[src/rtl/instr_fetch_decode.sv]
// Instruction fetch/decode stage: req/ack fetch into the IR, field split, and
// a valid/ready hand-off of the decoded instruction to execute.
//
// state | meaning
// ------+-----------------------------------------------------------
// IDLE  | one cycle after reset, no request, nothing issued
// FETCH | mem_req high at mem_addr=pc, waiting for mem_ack
// ISSUE | decoded instruction offered to execute, waiting for ready
module instr_fetch_decode #(
  parameter logic [15:0] RESET_PC = 16'h0000
) (
  input  logic        clk,
  input  logic        reset,
  output logic        mem_req,
  output logic [15:0] mem_addr,
  input  logic        mem_ack,
  input  logic [15:0] mem_rdata,
  output logic [15:0] pc,
  output logic [15:0] ir,
  output logic [3:0]  opcode,
  output logic [3:0]  rdest,
  output logic [3:0]  op_ext,
  output logic [3:0]  rsrc,
  output logic [7:0]  imm8,
  output logic        sign_extend,
  output logic        is_imm,
  output logic        issue_valid,
  input  logic        issue_ready,
  input  logic        pc_load,
  input  logic [15:0] pc_target
);

  typedef enum logic [1:0] {
    IDLE  = 2'd0,
    FETCH = 2'd1,
    ISSUE = 2'd2
  } state_t;

  state_t      state;
  state_t      stateNext;
  logic [15:0] pcReg;
  logic [15:0] irReg;
  logic        isImmReg;
  logic        signExtReg;
  logic        fetchDone;
  logic        issueDone;

  function automatic logic decodeIsImm(input logic [3:0] op);
    case (op)
      4'b0001, 4'b0010, 4'b0011, 4'b0101,
      4'b1001, 4'b1011, 4'b1100, 4'b1101, 4'b1111: decodeIsImm = 1'b1;
      default:                                     decodeIsImm = 1'b0;
    endcase
  endfunction

  // Logical immediates and LUI are zero-extended; arithmetic, compare,
  // branch displacement and MOVI are sign-extended.
  function automatic logic decodeSignExt(input logic [3:0] op);
    case (op)
      4'b0101, 4'b1001, 4'b1011, 4'b1100, 4'b1101: decodeSignExt = 1'b1;
      default:                                     decodeSignExt = 1'b0;
    endcase
  endfunction

  assign fetchDone = (state == FETCH) && mem_ack;
  assign issueDone = (state == ISSUE) && issue_ready;

  always_ff @(posedge clk or posedge reset) begin
    if (reset) begin
      state      <= IDLE;
      pcReg      <= RESET_PC;
      irReg      <= 16'h0000;
      isImmReg   <= 1'b0;
      signExtReg <= 1'b0;
    end else begin
      state <= stateNext;
      if (fetchDone) begin
        irReg      <= mem_rdata;
        isImmReg   <= decodeIsImm(mem_rdata[15:12]);
        signExtReg <= decodeSignExt(mem_rdata[15:12]);
        pcReg      <= pcReg + 16'd1;
      end else if (issueDone && pc_load) begin
        pcReg <= pc_target;
      end
    end
  end

  // Request/valid decode straight from state so reset drops them at once.
  always_comb begin
    stateNext   = state;
    mem_req     = 1'b0;
    issue_valid = 1'b0;
    case (state)
      IDLE: stateNext = FETCH;
      FETCH: begin
        mem_req = 1'b1;
        if (mem_ack) stateNext = ISSUE;
      end
      ISSUE: begin
        issue_valid = 1'b1;
        if (issue_ready) stateNext = FETCH;
      end
      default: stateNext = IDLE;
    endcase
  end

  assign pc          = pcReg;
  assign mem_addr    = pcReg;
  assign ir          = irReg;
  assign opcode      = irReg[15:12];
  assign rdest       = irReg[11:8];
  assign op_ext      = irReg[7:4];
  assign rsrc        = irReg[3:0];
  assign imm8        = irReg[7:0];
  assign is_imm      = isImmReg;
  assign sign_extend = signExtReg;

endmodule

[config.mk]
export PLATFORM = sky130hd
export DESIGN_NAME = instr_fetch_decode
export DESIGN_NICKNAME = d
export VERILOG_FILES = /design/src/rtl/instr_fetch_decode.sv
export SDC_FILE = /design/constraint.sdc
export NUM_CORES = 1
export LEC_CHECK = 0
export CAP_MARGIN = 25
export CORE_UTILIZATION = 31
export DETAILED_ROUTE_END_ITERATION = 16
export PLACE_DENSITY = 0.66
export RECOVER_POWER = 100
export SLEW_MARGIN = 25
export SYNTH_ARGS = -nofsm -noshare
export SYNTH_HDL_FRONTEND = slang
export SYNTH_SLANG_ARGS = --single-unit
export TNS_END_PERCENT = 100
[constraint.sdc]
create_clock -name clk -period 1.8 [get_ports clk]
set_input_delay 0.36 -clock clk [delete_from_list [all_inputs] [get_ports clk]]
set_output_delay 0.36 -clock clk [all_outputs]
set_load 0.005 [all_outputs]
# Word-level counts from Yosys, hierarchy flattened
# Memory sizes are Yosys's and may differ from the RTL's. A register that Yosys moved wholly into a read port is not among the register bits.
# Cells that the tools add are included.
[op_classes]
n_reduce_logical = 7
muxes = 8
n_addsub = 1
n_eq_ne = 9
[ops]
columns = ["op", "count"]
rows = [
  ["two-way mux 16 bit", 2],
  ["adder 16 x 1 -> 16 bit (second input constant)", 1],
  ["== test 4 bit (second input constant)", 4],
  ["case mux 2 bit (3 select lines)", 1],
  ["OR reduction 5 bit", 1],
  ["== test 4 x 3 -> 1 bit (second input constant)", 1],
  ["two-way mux 2 bit", 2],
  ["inequality test 2 bit (second input constant)", 2],
  ["logical AND 1 bit", 3],
  ["two-way mux 1 bit", 3],
  ["== test 2 x 1 -> 1 bit (second input constant)", 1],
  ["== test 2 bit (second input constant)", 1],
  ["logical NOT 2 bit", 1],
  ["AND reduction 2 bit", 1],
  ["nonzero test 2 bit", 1],
]
[word_totals]
inputBits = 37
mem_bits_ro = 16
wordCells = 30
regBits = 35
mem_count = 1
[mem_list]
columns = ["memory", "words", "width", "rd", "rd_ports_with_merged_regs", "wr", "line", "text"]
rows = [
  ["(no name shown)", 16, 1, 1, 1, 0, "49", "case (op)"],
]

# Depth between registers and ports, before layout
# Gate-level depths: netlist (run 1).
[depth]
ltp_word = 5
ltp_mapped = 5
ltp_nobuf = 5

# Least setup slack after synthesis (run 1)
# No wires, ideal clock.
[synth_path]
kind = "flip-flop to flip-flop"
from = "register pcReg[3] (netlist: mem_addr[3])"
to = "register pcReg[11] (netlist: mem_addr[11])"
n_path_buf = 0
stages_incl_launch_ff = 5
arrival_ps = 1565
slack_ps = 165
cell_sequence = "dfrtp_1 > nand4_4 > or3_4 > or4_1 > nand3_1"
[synth_via]
elab_chain_len = 2
[synth_rtl]
columns = ["element", "line", "text"]
rows = [
  ["from (decl)", "41", "logic [15:0] pcReg;"],
  ["from (signal assigned)", "81", "pcReg <= pcReg + 16'd1;"],
  ["from (signal assigned)", "83", "pcReg <= pc_target;"],
  ["adder 16 x 1 -> 16 bit", "81", ""],
  ["two-way mux 16 bit", "77", "if (fetchDone) begin"],
]
# No other way between the ends.
# A chain may end at the register's enable or synchronous reset.

# Worst setup path in the final report (run 1)
[layout_path]
from = "register state[0]"
to = "output port mem_req"
[layout_via]
elab_chain_len = 2
[layout_rtl]
columns = ["element", "line", "text"]
rows = [
  ["from (decl)", "39", "state_t state;"],
  ["from (signal assigned)", "76", "state <= stateNext;"],
  ["== test 2 x 1 -> 1 bit", "93", "case (state)"],
  ["two-way mux 1 bit", "93", ""],
  ["to (decl)", "14", "output logic mem_req,"],
]
# No other way between the ends.

==> impl_metrics.ini, run 1 <==
[routing]
vias_per_cell = 4.79
wire_per_inst_um = 13.5
drt_pass1_iterations = 4
via_count = 1916
drcViolationCount = 0
totalWireLength_um = 5380
dr.first_iter.drc_count = 91
drtAntennaViolNets = 0

[power_and_ir_drop]
switching_share = 0.357
seq_power_share = 0.331
p_int_w = 0.00307
p_comb_frac = 0.554
power_w = 0.00478
p_leak_nw = 1.41
clkPwrFrac = 0.115
irDropWorstVdd_mv = 0.642
powerDensity_nw_per_um2 = 1510
power_switching_w = 0.00170

[clock_tree]
htreeDepth = 2
cts_tree = done
cts.sinks = 36
clock-root-buffer = clkbuf_8
numCtsBuffers = 5
cts.path.max_buffers = 2
clk_pin_slew_ns = 0.07
holdBufCountCts = 0
clock_latency_ns = 0.29

[placement]
dp_cells = 392
gp_congestion = 0.819
post-place-ws_ns = -0.112
port-buffer-count = 112
dp_hpwl_um = 3950

[worst_setup_path]
cp.arrival_ns = 1.38
path_class = reg -> out
path_cells = nor2b_1 -> clkdlybuf4s50_1
end_kind = output port
rr_endpoint = mem_addr[10]
r2r_cells = 5
required_ns = 1.44
reg2reg_from = mem_addr[0]
cp_slowest_stage_delay_ns = 0.51
slowest_stage = clkdlybuf4s50_1
cp_max_fo = 7
start_kind = flop
r2r_slack_ns = 0.08

[layout]
n_antenna_cell = 0
nFillCells = 645
stdcell_count = 400
final_layout_size_suffix_gt1_frac = 0.0929
final_nets = 361
syn2layout_area_growth_pct = 53.1

[synthesis]
ys_ff_latch = 36
synthTopCellsByCount = 66 x nand2_1, 42 x buf_4, 36 x dfrtp_1
ys_warn_count = 0
synth_top_area_frac = 0.436
avgSynthCellArea_um2 = 8.68
yosysTopAreaCell = dfrtp_1
synthesis.area_um2 = 2070
synth_fp_nets = 276
synth.most_common_cell = nand2_1
synth_cells = 238
synthArstFlopShare = 1.00
synth_edf_count = 0
synth_area_leaders = dfrtp_1 44%, buf_4 15%, nand2_1 12%
synth_flop_cell = dfrtp_1
yosys.cell_types.count = 38
seq_area_frac_synth = 0.436

[grt]
track_usage = 0.161
antenna_found_initial = 0
first_global_vias = 1886
globalRouteOverflowTotal = 0
grt_pass1_wl_um = 9120
grt_max_degree = 37

[sta]
finalHoldWorstSlack_ns = 0.475
max_clock_freq_mhz = 575
timing.final.hold_violations = 0
setup_viol = 0
relSlewSlack = 0.398
min_period_over_period = 0.966
worst_pin_slew_ns = 0.903
timing.final.ws_setup_ns = 0.0611
final.setup_skew_ns = 0.0107
drv_slew = 0
fin_crit_ns = 1.74

[min_path]
worstHoldEndpoint = sign_extend
min_path_cells = 2
hold_start = sign_extend
hold_path_class = reg -> reg

[run]
drv_cap = 0

[floorplanning]
initial_utilization = 0.323
die_h_um = 83.6
core-area_um2 = 6390
die-area_um2 = 6990
io_pins = 113
row_count = 29
die_x_um = 83.6

[outcome]
outcome = finished clean
[through the flow]
step	util	setup TNS [ns]	instance area [µm²]
after floorplan	-	0	2070
after global placement	0.483	-0.252	3090
after detailed placement	0.483	-0.502	3090
after CTS	0.497	0	3170
after global routing	0.495	-0.0265	3160
final	0.495	0	3160
[flip-flops by register name (all words and copies together), names as in the netlist]
signal       flops
ir              16
is_imm           1
mem_addr        16
sign_extend      1
state            2
[layout make-up]
class | instances | area [µm²] | area share
Inverter | 6 | 22.5 | 0.00712
Timing Repair Buffer | 128 | 1250 | 0.396
Clock buffer | 6 | 72.6 | 0.0230
Multi-Input combinational cell | 146 | 811 | 0.256
Sequential cell | 36 | 902 | 0.285
Clock inverter | 1 | 5.00 | 0.00158
Tap cell | 77 | 96.3 | 0.0305
[cell usage in the layout, fill, tap and decap left out, types with 3 or more instances in the layout]
cell / netlist / final
dfrtp_1: 36 / 35
nor3_1: 3 / 3
nor2_1: 7 / 7
dlygate4sd3_1: 0 / 56
clkdlybuf4s50_1: 0 / 56
nand4_1: 3 / 3
o21ai_0: 6 / 6
a21oi_1: 6 / 6
a221o_1: 4 / 4
nand3_1: 6 / 6
o211ai_1: 3 / 3
buf_4: 42 / 9
inv_1: 6 / 6
nand2_1: 66 / 66
nor4_1: 7 / 5
a31oi_1: 3 / 3
o311ai_0: 4 / 3
clkbuf_8: 0 / 5
clkbuf_2: 0 / 4
o22ai_1: 3 / 3
[critical path, delay by kind of cell (launching register included)]
family / cells / cell delay (ns)
simple gates: 1 / 0.16
flops: 1 / 0.43
buf+inv: 1 / 0.51
[power by group through the flow]
stage	clock network [W]	logic, W	registers [W]
3_3_place_gp	0	0.00285	0.00161
4_1_cts	0.000561	0.00293	0.00161
3_5_place_dp	0	0.00289	0.00163
5_1_grt	0.000603	0.00291	0.00166
6_report	0.000551	0.00265	0.00158
2_1_floorplan	0	0.00138	0.00163
[worst max path at each step]
stage                startpoint      endpoint  slack (ns)  depth (start not counted)
detailed placement      mem_ack   mem_addr[5]       -0.11                          5
CTS                    state[0]   issue_valid        0.02                          2
global placement        mem_ack   mem_addr[7]       -0.06                          5
global route        mem_addr[0]  mem_addr[14]       -0.02                          5
floorplan           mem_addr[3]  mem_addr[11]        0.17                          4
finish                 state[0]       mem_req        0.06                          2
[per-layer routing]
layer / wire (µm) / track usage
met1: 2270 / 0.206
met2: 2580 / 0.262
met3: 486 / 0.0524
met4: 44 / 0.0416
met5: 0 / 0
[cell families after synthesis]
kind of cell / after synthesis / share of synthesized area
AND/OR/NAND/NOR: 107 / 0.247
adder cells (fa/ha/maj): 1 / 0.00606
AO/OA/AOI/OAI: 36 / 0.122
multiplexers: 2 / 0.00969
buffers and inverters: 56 / 0.179
flip-flops: 36 / 0.436
[repair_timing]
action / 4_1_cts / 5_1_grt
resized for setup: 0 / 5
endpoints found under the setup margin: 1 / 3
buffers inserted: 1 / 0
No activity file was read; power rests on OpenSTA's default activity.
==> inputs of run 2 (changes only) <==
--- a/config.mk
+++ b/config.mk
@@ -10,6 +10,8 @@
 export DETAILED_ROUTE_END_ITERATION = 16
 export PLACE_DENSITY = 0.66
 export RECOVER_POWER = 100
+export REMOVE_ABC_BUFFERS = 1
+export SETUP_SLACK_MARGIN = 0.15
 export SLEW_MARGIN = 25
 export SYNTH_ARGS = -nofsm -noshare
 export SYNTH_HDL_FRONTEND = slang
==> run 2 against run 1 <==
  * Largest power group unchanged
  * Clock power increased by 14%
  * Final cell count increased by 5.0%
  * Total power increased by 4.8%
  * Routed wire length increased by 4.2%
  * First-iteration DRC count decreased by 3.3%
  * Hold slack improved by 0.021 ns
  * Global-route usage about the same
  * Sequential share of layout area decreased by 1.3 points
  * Die area unchanged
==> impl_metrics.ini, run 2 (synthesis results as in run 1) <==
[worst_setup_path]
cp.arrival_ns = 1.33
cp_max_fo = 6
start_kind = flop
critPathBufInv = 1
cp_slowest_stage_delay_ns = 0.60
crit_family = buffers and inverters
critPathCapture = pc[13]
required_ns = 1.44
end_kind = output port
path_cells = dlygate4sd3_1
r2r_slack_ns = 0.15
r2r_cells = 5
slowest_stage = dlygate4sd3_1
path_class = reg -> out
reg2reg_from = state[1]
worstSetupStartpoint = mem_addr[13]
worst-path-stages = 1
rr_endpoint = mem_addr[11]

[grt]
track_usage = 0.161
gr-usage-met2 = 0.280
grt_pass1_wl_um = 9130
antenna_found_initial = 0
first_global_vias = 1940
globalRouteOverflowTotal = 0
grt_most_used_layer = met2
grt_use_met3 = 0.0415
grt_use_met1 = 0.198
grt_max_degree = 37

[clock_tree]
clock-root-buffer = clkbuf_8
clock_latency_ns = 0.29
cts.path.max_buffers = 2
holdBufCountCts = 0
htreeDepth = 2
cts.sinks = 36
clk_pin_slew_ns = 0.07
numCtsBuffers = 5
cts_tree = done

[routing]
drt_pass1_iterations = 4
wire_per_inst_um = 13.4
dr.first_iter.drc_count = 88
drtAntennaViolNets = 0
drcViolationCount = 0
via_count = 2013
vias_per_cell = 4.79
totalWireLength_um = 5610

[outcome]
outcome = finished clean

[layout]
final_nets = 381
syn2layout_area_growth_pct = 60.2
nFillCells = 614
layout_common_cells = 65 x nand2_1, 57 x dlygate4sd3_1, 43 x clkdlybuf4s50_1
n_antenna_cell = 0
mostFrequentLayoutCell = nand2_1
final_layout_size_suffix_gt1_frac = 0.137

[power_and_ir_drop]
p_leak_nw = 1.54
switching_share = 0.355
clkPwrFrac = 0.125
p_comb_frac = 0.564
power_switching_w = 0.00178
irDropWorstVdd_mv = 0.629
seq_power_share = 0.311
powerDensity_nw_per_um2 = 1510
p_int_w = 0.00323

[min_path]
hold_path_class = reg -> reg

[floorplanning]
die-area_um2 = 6990
core-area_um2 = 6390
die_x_um = 83.6
io_pins = 113
initial_utilization = 0.323
row_count = 29
die_h_um = 83.6

[sta]
setup_viol = 0
fin_crit_ns = 1.69
final.setup_skew_ns = 0.00620
relSlewSlack = 0.402
timing.final.hold_violations = 0
drv_slew = 0
max_clock_freq_mhz = 592
rsz0062_at_grt = yes
min_period_over_period = 0.938
finalHoldWorstSlack_ns = 0.496
worst_pin_slew_ns = 0.897
fin_tns_setup_ns = 0

[placement]
port-buffer-count = 112
dp_hpwl_um = 4040
gp_congestion = 0.838

[run]
drv_cap = 0
run 2: power by group through the flow:
stage,logic (W),clock network (W),registers [W]
3_3_place_gp,0.00283,0,0.00162
2_1_floorplan,0.000712,0,0.00171
3_5_place_dp,0.00287,0,0.00162
5_1_grt,0.00309,0.000679,0.00163
6_report,0.00282,0.000628,0.00156
4_1_cts,0.00301,0.000638,0.00160
run 2: worst min-delay path by stage:
| stage | from | to | cells after the start |
|---|---|---|---|
| floorplan | mem_rdata[0] | ir[0] | 2 |
| global placement | sign_extend | sign_extend | 2 |
| detailed placement | sign_extend | sign_extend | 2 |
| CTS | reset | mem_addr[1] | 3 |
| global route | ir[15] | ir[15] | 2 |
| finish | ir[8] | ir[8] | 2 |
run 2: worst register-to-register path: cells and delay by family (launching register included):
family | cells | cell delay [ns]
DFF | 1 | 0.38
buffers and inverters | 2 | 0.34
and+or+nand+nor | 3 | 0.87
run 2: area by class of cell:
cell class | instances | area (µm²) | share of cell area
timing repair buffer | 148 | 1370 | 0.413
sequential | 36 | 902 | 0.273
multi-input combinational | 146 | 825 | 0.249
clock buffer | 7 | 96.3 | 0.0291
tap | 77 | 96.3 | 0.0291
inverter | 6 | 22.5 | 0.00681
run 2: timing repair:
item	4_1_cts	5_1_grt
gates cloned	0	0
buffers inserted	10	8
endpoints found under the hold margin	0	0
resized for setup	17	15
endpoints found under the setup margin	20	25
pin swaps	1	2
run 2: per-layer routing:
metal | wire length [µm] | part of all wire | vias up
li1 | - | - | 982
met1 | 2420 | 0.43 | 936
met2 | 2720 | 0.49 | 90
met3 | 432 | 0.077 | 5
met4 | 35 | 0.0062 | 0
met5 | 0 | 0 | -
run 2: stage by stage:
step / util / cell area [µm²] / power [W] / cells / setup slack, ns
2_1_floorplan: - / 1720 / 0.00242 / 188 / -0.213
3_3_place_gp: 0.481 / 3070 / 0.00445 / 395 / -0.0532
3_5_place_dp: 0.481 / 3070 / 0.00449 / 395 / -0.114
4_1_cts: 0.510 / 3260 / 0.00525 / 412 / 0.110
5_1_grt: 0.518 / 3310 / 0.00539 / 420 / 0.0519
6_report: 0.518 / 3310 / 0.00501 / 420 / 0.111
==> inputs of run 3 (changes only) <==
--- a/config.mk
+++ b/config.mk
@@ -5,6 +5,7 @@
 export SDC_FILE = /design/constraint.sdc
 export NUM_CORES = 1
 export LEC_CHECK = 0
+export ABC_CLOCK_PERIOD_IN_PS = 1800
 export CAP_MARGIN = 25
 export CORE_UTILIZATION = 31
 export DETAILED_ROUTE_END_ITERATION = 16
==> results of run 3 <==
Final layout, timing and power as in run 2 (identical DEF).
